[src/rtl/lenet_pkg.sv]
`default_nettype none
// ============================================================================
// Module      : lenet_pkg
// Description : Shared types and constants for the LeNet host sequencer.
// Revision    : 1.0 - initial release
// ============================================================================
package lenet_pkg;

    localparam int unsigned C_FC2_BASE  = 743;
    localparam int unsigned C_NUM_CLASS = 10;
    localparam int unsigned C_ACT_AW    = 16;
    localparam int unsigned C_ACT_DW    = 32;
    localparam int unsigned C_IDX_W     = 4;

    typedef enum logic [2:0] {
        S_IDLE  = 3'd0,
        S_START = 3'd1,
        S_WAIT  = 3'd2,
        S_READ  = 3'd3,
        S_DRAIN = 3'd4,
        S_DONE  = 3'd5,
        S_ERR   = 3'd6
    } host_state_e;

endpackage
`default_nettype wire

[src/rtl/lenet_host_ctrl_argmax_acc.sv]
`default_nettype none
// ============================================================================
// Module      : argmax_acc
// Description : Running signed maximum and its index over a stream of words.
// Revision    : 1.0 - initial release
// ============================================================================
module argmax_acc
    import lenet_pkg::*;
#(
    parameter int unsigned DW = C_ACT_DW,
    parameter int unsigned IW = C_IDX_W
) (
    input  logic          clk,
    input  logic          rst_n,
    input  logic          clear,
    input  logic          valid,
    input  logic [DW-1:0] data,
    input  logic [IW-1:0] idx,
    output logic [DW-1:0] upd_val,
    output logic [IW-1:0] upd_idx
);

    logic [DW-1:0] max_q, max_d;
    logic [IW-1:0] idx_q, idx_d;

    // Strictly-greater replacement keeps the lowest index on ties.
    always_comb begin
        max_d = max_q;
        idx_d = idx_q;
        if (clear) begin
            max_d = '0;
            idx_d = '0;
        end else if (valid && ((idx == '0) || ($signed(data) > $signed(max_q)))) begin
            max_d = data;
            idx_d = idx;
        end
    end

    always_ff @(posedge clk or negedge rst_n) begin
        if (!rst_n) begin
            max_q <= '0;
            idx_q <= '0;
        end else begin
            max_q <= max_d;
            idx_q <= idx_d;
        end
    end

    // Exposes the value including this cycle's word so the final compare
    // can be captured on the same edge that enters DONE.
    assign upd_val = max_d;
    assign upd_idx = idx_d;

endmodule
`default_nettype wire

[src/rtl/lenet_host_ctrl.sv]
`default_nettype none
// ============================================================================
// Module      : lenet_host_ctrl
// Description : Host sequencer: start LeNet, watchdog, read logits, argmax.
// Revision    : 1.0 - initial release
// ============================================================================
module lenet_host_ctrl
    import lenet_pkg::*;
#(
    parameter int unsigned FC2_BASE       = C_FC2_BASE,
    parameter int unsigned NUM_CLASS      = C_NUM_CLASS,
    parameter int unsigned TIMEOUT_CYCLES = 26000
) (
    input  logic                clk,
    input  logic                rst_n,
    input  logic                host_start,
    output logic                busy,
    output logic                done,
    output logic                timeout,
    output logic [C_IDX_W-1:0]  pred_class,
    output logic [C_ACT_DW-1:0] pred_score,
    output logic                compute_start,
    input  logic                compute_finish,
    output logic                act_port_req,
    output logic [3:0]          sram_act_wea1,
    output logic [C_ACT_AW-1:0] sram_act_addr1,
    output logic [C_ACT_DW-1:0] sram_act_wdata1,
    input  logic [C_ACT_DW-1:0] sram_act_rdata1
);

    localparam int unsigned WD_W = $clog2(TIMEOUT_CYCLES + 1);
    localparam logic [WD_W-1:0]    WD_LAST = WD_W'(TIMEOUT_CYCLES - 1);
    localparam logic [C_IDX_W-1:0] RD_LAST = C_IDX_W'(NUM_CLASS - 1);

    host_state_e state_q, state_d;

    logic [WD_W-1:0]     wdog_q, wdog_d;
    logic [C_IDX_W-1:0]  rd_cnt_q, rd_cnt_d;
    logic                cmp_valid_q, cmp_valid_d;
    logic [C_IDX_W-1:0]  cmp_idx_q, cmp_idx_d;
    logic                busy_q, busy_d;
    logic                done_q, done_d;
    logic                timeout_q, timeout_d;
    logic                start_q, start_d;
    logic                req_q, req_d;
    logic [C_IDX_W-1:0]  pred_class_q, pred_class_d;
    logic [C_ACT_DW-1:0] pred_score_q, pred_score_d;
    logic [C_ACT_AW-1:0] addr_q, addr_d;

    logic                start_accept;
    logic [C_ACT_DW-1:0] acc_val;
    logic [C_IDX_W-1:0]  acc_idx;

    assign start_accept = (state_q == S_IDLE) && host_start;

    always_ff @(posedge clk or negedge rst_n) begin
        if (!rst_n) begin
            state_q <= S_IDLE;
        end else begin
            state_q <= state_d;
        end
    end

    // The first WAIT cycle (watchdog still 0) ignores a stale finish level;
    // finish takes priority over the watchdog limit.
    always_comb begin
        state_d = state_q;
        case (state_q)
            S_IDLE:  if (host_start) state_d = S_START;
            S_START: state_d = S_WAIT;
            S_WAIT: begin
                if (compute_finish && (wdog_q != '0)) begin
                    state_d = S_READ;
                end else if (wdog_q == WD_LAST) begin
                    state_d = S_ERR;
                end
            end
            S_READ:  if (rd_cnt_q == RD_LAST) state_d = S_DRAIN;
            S_DRAIN: state_d = S_DONE;
            S_DONE:  state_d = S_IDLE;
            S_ERR:   state_d = S_IDLE;
            default: state_d = S_IDLE;
        endcase
    end

    // Outputs are decoded from the next state so every port comes from a flop.
    always_comb begin
        wdog_d       = wdog_q;
        timeout_d    = timeout_q;
        pred_class_d = pred_class_q;
        pred_score_d = pred_score_q;

        if (start_accept) begin
            wdog_d = '0;
        end else if (state_q == S_WAIT) begin
            wdog_d = wdog_q + 1'b1;
        end

        rd_cnt_d    = (state_q == S_READ) ? rd_cnt_q + 1'b1 : '0;
        cmp_valid_d = (state_q == S_READ);
        cmp_idx_d   = rd_cnt_q;

        busy_d  = (state_d != S_IDLE);
        done_d  = (state_d == S_DONE);
        start_d = (state_d == S_START);
        req_d   = (state_d == S_READ) || (state_d == S_DRAIN);
        addr_d  = (state_d == S_READ) ? (C_ACT_AW'(FC2_BASE) + C_ACT_AW'(rd_cnt_d)) : '0;

        if (start_accept) begin
            timeout_d = 1'b0;
        end else if (state_d == S_ERR) begin
            timeout_d = 1'b1;
        end

        if (state_d == S_DONE) begin
            pred_class_d = acc_idx;
            pred_score_d = acc_val;
        end
    end

    always_ff @(posedge clk or negedge rst_n) begin
        if (!rst_n) begin
            wdog_q       <= '0;
            rd_cnt_q     <= '0;
            cmp_valid_q  <= 1'b0;
            cmp_idx_q    <= '0;
            busy_q       <= 1'b0;
            done_q       <= 1'b0;
            timeout_q    <= 1'b0;
            start_q      <= 1'b0;
            req_q        <= 1'b0;
            pred_class_q <= '0;
            pred_score_q <= '0;
            addr_q       <= '0;
        end else begin
            wdog_q       <= wdog_d;
            rd_cnt_q     <= rd_cnt_d;
            cmp_valid_q  <= cmp_valid_d;
            cmp_idx_q    <= cmp_idx_d;
            busy_q       <= busy_d;
            done_q       <= done_d;
            timeout_q    <= timeout_d;
            start_q      <= start_d;
            req_q        <= req_d;
            pred_class_q <= pred_class_d;
            pred_score_q <= pred_score_d;
            addr_q       <= addr_d;
        end
    end

    argmax_acc #(
        .DW (C_ACT_DW),
        .IW (C_IDX_W)
    ) u_argmax (
        .clk     (clk),
        .rst_n   (rst_n),
        .clear   (start_accept),
        .valid   (cmp_valid_q),
        .data    (sram_act_rdata1),
        .idx     (cmp_idx_q),
        .upd_val (acc_val),
        .upd_idx (acc_idx)
    );

    assign busy            = busy_q;
    assign done            = done_q;
    assign timeout         = timeout_q;
    assign pred_class      = pred_class_q;
    assign pred_score      = pred_score_q;
    assign compute_start   = start_q;
    assign act_port_req    = req_q;
    assign sram_act_addr1  = addr_q;
    assign sram_act_wea1   = '0;
    assign sram_act_wdata1 = '0;

endmodule
`default_nettype wire

[config.mk]
export PLATFORM = sky130hd
export DESIGN_NAME = lenet_host_ctrl
export DESIGN_NICKNAME = d
export VERILOG_FILES = /design/src/rtl/lenet_pkg.sv /design/src/rtl/lenet_host_ctrl_argmax_acc.sv /design/src/rtl/lenet_host_ctrl.sv
export SDC_FILE = /design/constraint.sdc
export NUM_CORES = 1
export LEC_CHECK = 0
export CELL_PAD_IN_SITES_DETAIL_PLACEMENT = 0
export CELL_PAD_IN_SITES_GLOBAL_PLACEMENT = 1
export CORE_MARGIN = 3
export CORE_UTILIZATION = 35
export CTS_CLUSTER_DIAMETER = 30
export CTS_CLUSTER_SIZE = 24
export DETAILED_ROUTE_END_ITERATION = 6
export PLACE_DENSITY_LB_ADDON = 0.1
export SYNTH_ARGS = -nofsm -noshare
export SYNTH_HDL_FRONTEND = slang
export SYNTH_SLANG_ARGS = --single-unit
[constraint.sdc]
create_clock -name clk -period 3.3 [get_ports clk]
set_clock_uncertainty 0.15 [all_clocks]
set_input_delay 0.99 -clock clk [delete_from_list [all_inputs] [get_ports clk]]
set_output_delay 0.99 -clock clk [all_outputs]
set_load 0.01 [all_outputs]
==> results_dict.tcl <==
set metrics [dict create \
    power.ir.vdd_worst_mv 0.417 \
    path_class "in2reg" \
    grt_pass1_vias 4634 \
    comb_power_share 0.518 \
    number_of_warnings_issued_by_yosys 0 \
    utilization 0.482 \
    met2_capacity_usage_during_global_routing 0.262 \
    synth_simple_gate_area_frac 0.159 \
    p_leak_nw 3.38 \
    largest_net_degree_at_the_start_of_global_routing 74 \
    synth-adder-area-share 0.0802 \
    drt_first_iter_violations 185 \
    cts_tree "built" \
    clk_root_buffer_cell "sky130_fd_sc_hd__clkbuf_16" \
    globalRouteMet1Util 0.198 \
    timing.critical_path.to_type "register" \
    pre_cts_ws_ns -0.551 \
    ys_async_sr_fraction 1.00 \
    path_class_of_the_lowest_slack_min_delay_path "reg2reg" \
    numClockSinks 110 \
    grt_antenna_before_repair 0 \
    critical_path_required_ns 3.43 \
    total_power_mw 6.78 \
    gr-usage-met3 0.0279 \
    finalHoldViolCount 0 \
    post_route_cells_drive_above_1_share 0.170 \
    syn_avg_cell_area_um2 9.64 \
    drt.antenna.violating_nets 0 \
    final_min_period_over_clock_period 0.977 \
    ys_seq_area_frac 0.477 \
    critical_path.startpoint_type "input port" \
    period_needed_ns 3.23 \
    wl_per_cell_um 15.0 \
    start_util 0.361 \
    power.clock.fraction 0.187 \
    drt-pass1-iter-count 4 \
    power_report.internal_total_mw 4.22 \
    antennaDiodeCount 0 \
    synthMuxAreaShare 0.00195 \
    global_route_wire_length_before_repair_um 22600 \
    synth_compound_gate_area_share 0.144 \
    run_status "finished, final reports clean" \
    critPathMaxFanout 18 \
    cts.path.max_buffers 2 \
    h_tree_levels 3 \
    synth_edf_count 0 \
    nFillCells 1542 \
    report.final.slew_viol_count 0 \
    detailed_place_hpwl_um 9000 \
    synth-xor-area-share 0.0273 \
    core_um2 16000 \
    top_ports 129 \
    drt_wl_total_um 13900 \
    cts_inserted_buffers 9 \
    via_per_inst 4.85 \
    worst_ep_arrival_time_ns 3.35 \
    row_count 46 \
    die_width_um 134 \
    post_synth_instance_area_um2 5780 \
    place.port_buffers 85 \
    syn2layout_area_growth_pct 33.5 \
    grt-ovfl-total 0 \
    postLayoutSetupSlackWorst_ns 0.0745 \
    nNetsFinal 774 \
    groute.usage.overall 0.154 \
    die_area_um2 18100 \
    clk_latency_ns 0.35 \
    setup_viol 0 \
    net_load_switching_power_mw 2.56 \
    routed-via-count 4473 \
    synth_top_family_by_area "simple AND/OR/NAND/NOR gates" \
    number_of_register_bits_inferred_by_synthesis 110 \
    globalRoute.busiestLayer "met2" \
    sequentialPowerShare 0.295 \
    synth.distinct_cells 47 \
    power.switching_fraction 0.378 \
    drc 0 \
    max-cap-violations 0 \
    slew_at_the_pin_with_the_worst_max_slew_slack_ns 0.804 \
    postSynthCellCount 599 \
    relSlewSlack 0.464 \
    synth-main-ff-cell "sky130_fd_sc_hd__dfrtp_1" \
    globalplace.congestion 0.773 \
    clk_pin_slew_ns 0.07 \
    clock.fmax_mhz 310 \
    power_per_cell_area_nw_per_um2 880 \
    die_height_um 134 \
]
[metrics by stage]
step | cells | setup TNS, ns | hold slack, ns | instance area [um2]
after floorplan | 641 | 0 | 0.242 | 5930
after global routing | 922 | -0.0298 | 0.298 | 7710
after CTS | 919 | 0 | 0.289 | 7510
after detailed placement | 893 | -36.52 | 0.263 | 6810
after global placement | 893 | -37.32 | 0.266 | 6810
final | 922 | 0 | 0.286 | 7710
[final timing paths]
kind / endpoint / cells past startpoint / from / slack, ns
setup / recovery: pred_score[25]$_DFFE_PN0P_ / 12 / sram_act_rdata1[26] / 0.07
min in group asynchronous: u_argmax.max_q[22]$_DFF_PN0_ / 1 / rst_n / 0.36
max in group asynchronous: cmp_valid_q$_DFF_PN0_ / 2 / rst_n / 2.00
hold reg to reg: cmp_idx_q[3]$_DFF_PN0_ / 0 / cmp_idx_d[3]$_DFF_PN0_ / 0.29
hold / removal: cmp_idx_q[3]$_DFF_PN0_ / 0 / cmp_idx_d[3]$_DFF_PN0_ / 0.29
setup reg to reg: pred_score[25]$_DFFE_PN0P_ / 13 / u_argmax.max_q[7]$_DFF_PN0_ / 0.54
[flip-flops by register name, indices dropped and copies added (netlist names), 3 cells and up]
register	cells
pred_score	32
u_argmax.max_q	32
wdog_q	15
sram_act_addr1	6
cmp_idx_d	4
cmp_idx_q	4
pred_class	4
u_argmax.idx_q	4
state_q	3
[cell type report]
type,count,area [um2],share of cell area
multi-input cells,419,2980,0.387
flip-flops and latches,110,2750,0.357
repair buffers,122,1210,0.157
well taps,216,270,0.0351
clock buffers,11,243,0.0315
inverters,39,146,0.0190
clock inverters,5,106,0.0138
[cell usage in the layout, fill, tap and decap left out, drive strengths merged, types with 4 or more instances in the layout]
master	n
a21oi	53
a31oi	36
buf	37
clkbuf	19
clkdlybuf4s15	14
clkdlybuf4s50	54
conb	43
dfrtp	110
dlygate4sd2	7
ha	37
inv	39
nand2	23
nand3	17
nand4	6
nor2	68
nor3	6
nor4	4
o211ai	8
o21ai	40
or3	36
xnor2	6
xor2	12
[metal layers]
metal,vias up,routed length (um)
li1,2210,-
met1,2168,6300
met2,80,6850
met3,15,501
met4,0,208
met5,-,0
[cell usage after synthesis (2+ instances only)]
cell type / n / area share
sky130_fd_sc_hd__xnor2_1: 6 / 0.0091
sky130_fd_sc_hd__or3_1: 36 / 0.039
sky130_fd_sc_hd__nor2_1: 68 / 0.044
sky130_fd_sc_hd__nor3_1: 5 / 0.0043
sky130_fd_sc_hd__ha_1: 37 / 0.080
sky130_fd_sc_hd__and4_1: 3 / 0.0046
sky130_fd_sc_hd__and3_1: 2 / 0.0022
sky130_fd_sc_hd__inv_1: 39 / 0.025
sky130_fd_sc_hd__nand4_1: 3 / 0.0032
sky130_fd_sc_hd__o21ai_1: 20 / 0.017
sky130_fd_sc_hd__a21oi_1: 53 / 0.046
sky130_fd_sc_hd__nor4b_1: 2 / 0.0030
sky130_fd_sc_hd__nor4_1: 3 / 0.0032
sky130_fd_sc_hd__dfrtp_1: 110 / 0.48
sky130_fd_sc_hd__nand3_1: 16 / 0.014
sky130_fd_sc_hd__nand2_1: 23 / 0.015
sky130_fd_sc_hd__clkbuf_2: 2 / 0.0017
sky130_fd_sc_hd__o211ai_1: 7 / 0.0091
sky130_fd_sc_hd__clkbuf_1: 18 / 0.012
sky130_fd_sc_hd__buf_6: 5 / 0.0097
sky130_fd_sc_hd__buf_2: 2 / 0.0017
sky130_fd_sc_hd__a31oi_1: 36 / 0.039
sky130_fd_sc_hd__xor2_1: 12 / 0.018
sky130_fd_sc_hd__nand4_2: 2 / 0.0043
sky130_fd_sc_hd__buf_4: 46 / 0.060
sky130_fd_sc_hd__o21ai_0: 20 / 0.017
sky130_fd_sc_hd__nor2b_1: 3 / 0.0032
[power groups by stage]
stage	combinational [mW]	sequential, mW	clock [mW]
finish	3.51	2.00	1.27
global route	3.95	2.04	1.35
CTS	3.25	2.00	1.30
detailed placement	2.82	2.02	0
global placement	2.79	2.01	0
floorplan	1.93	2.01	0
[kinds of logic after synthesis]
logic type,count (synthesis)
other,1
xor gates and xnor gates,18
and+or+nand+nor,175
DFF,110
AOI/OAI and AO/OA,145
muxes,1
buffers and inverters,112
adders and majority gates,37
[critical path, cell delays in order]
cell	delay, ns
sky130_fd_sc_hd__clkdlybuf4s15_1	0.23
sky130_fd_sc_hd__ha_4	0.31
sky130_fd_sc_hd__nand4_4	0.13
sky130_fd_sc_hd__nor4_4	0.34
sky130_fd_sc_hd__nand3_2	0.13
sky130_fd_sc_hd__and2_4	0.17
sky130_fd_sc_hd__o211ai_2	0.08
sky130_fd_sc_hd__o31ai_4	0.12
sky130_fd_sc_hd__buf_6	0.14
sky130_fd_sc_hd__buf_12	0.14
sky130_fd_sc_hd__or3_4	0.41
sky130_fd_sc_hd__a31oi_4	0.16
[what timing repair did]
action                                  in CTS  in global routing
gates cloned                                 1                  1
buffers inserted                            10                  2
hold buffers                                 0                  0
pin swaps                                   33                 36
resized for setup                           69                 53
endpoints found under the setup margin      72                 72
hold endpoints to repair                     0                  0
Note: power is estimated with default switching activity, not from simulation.
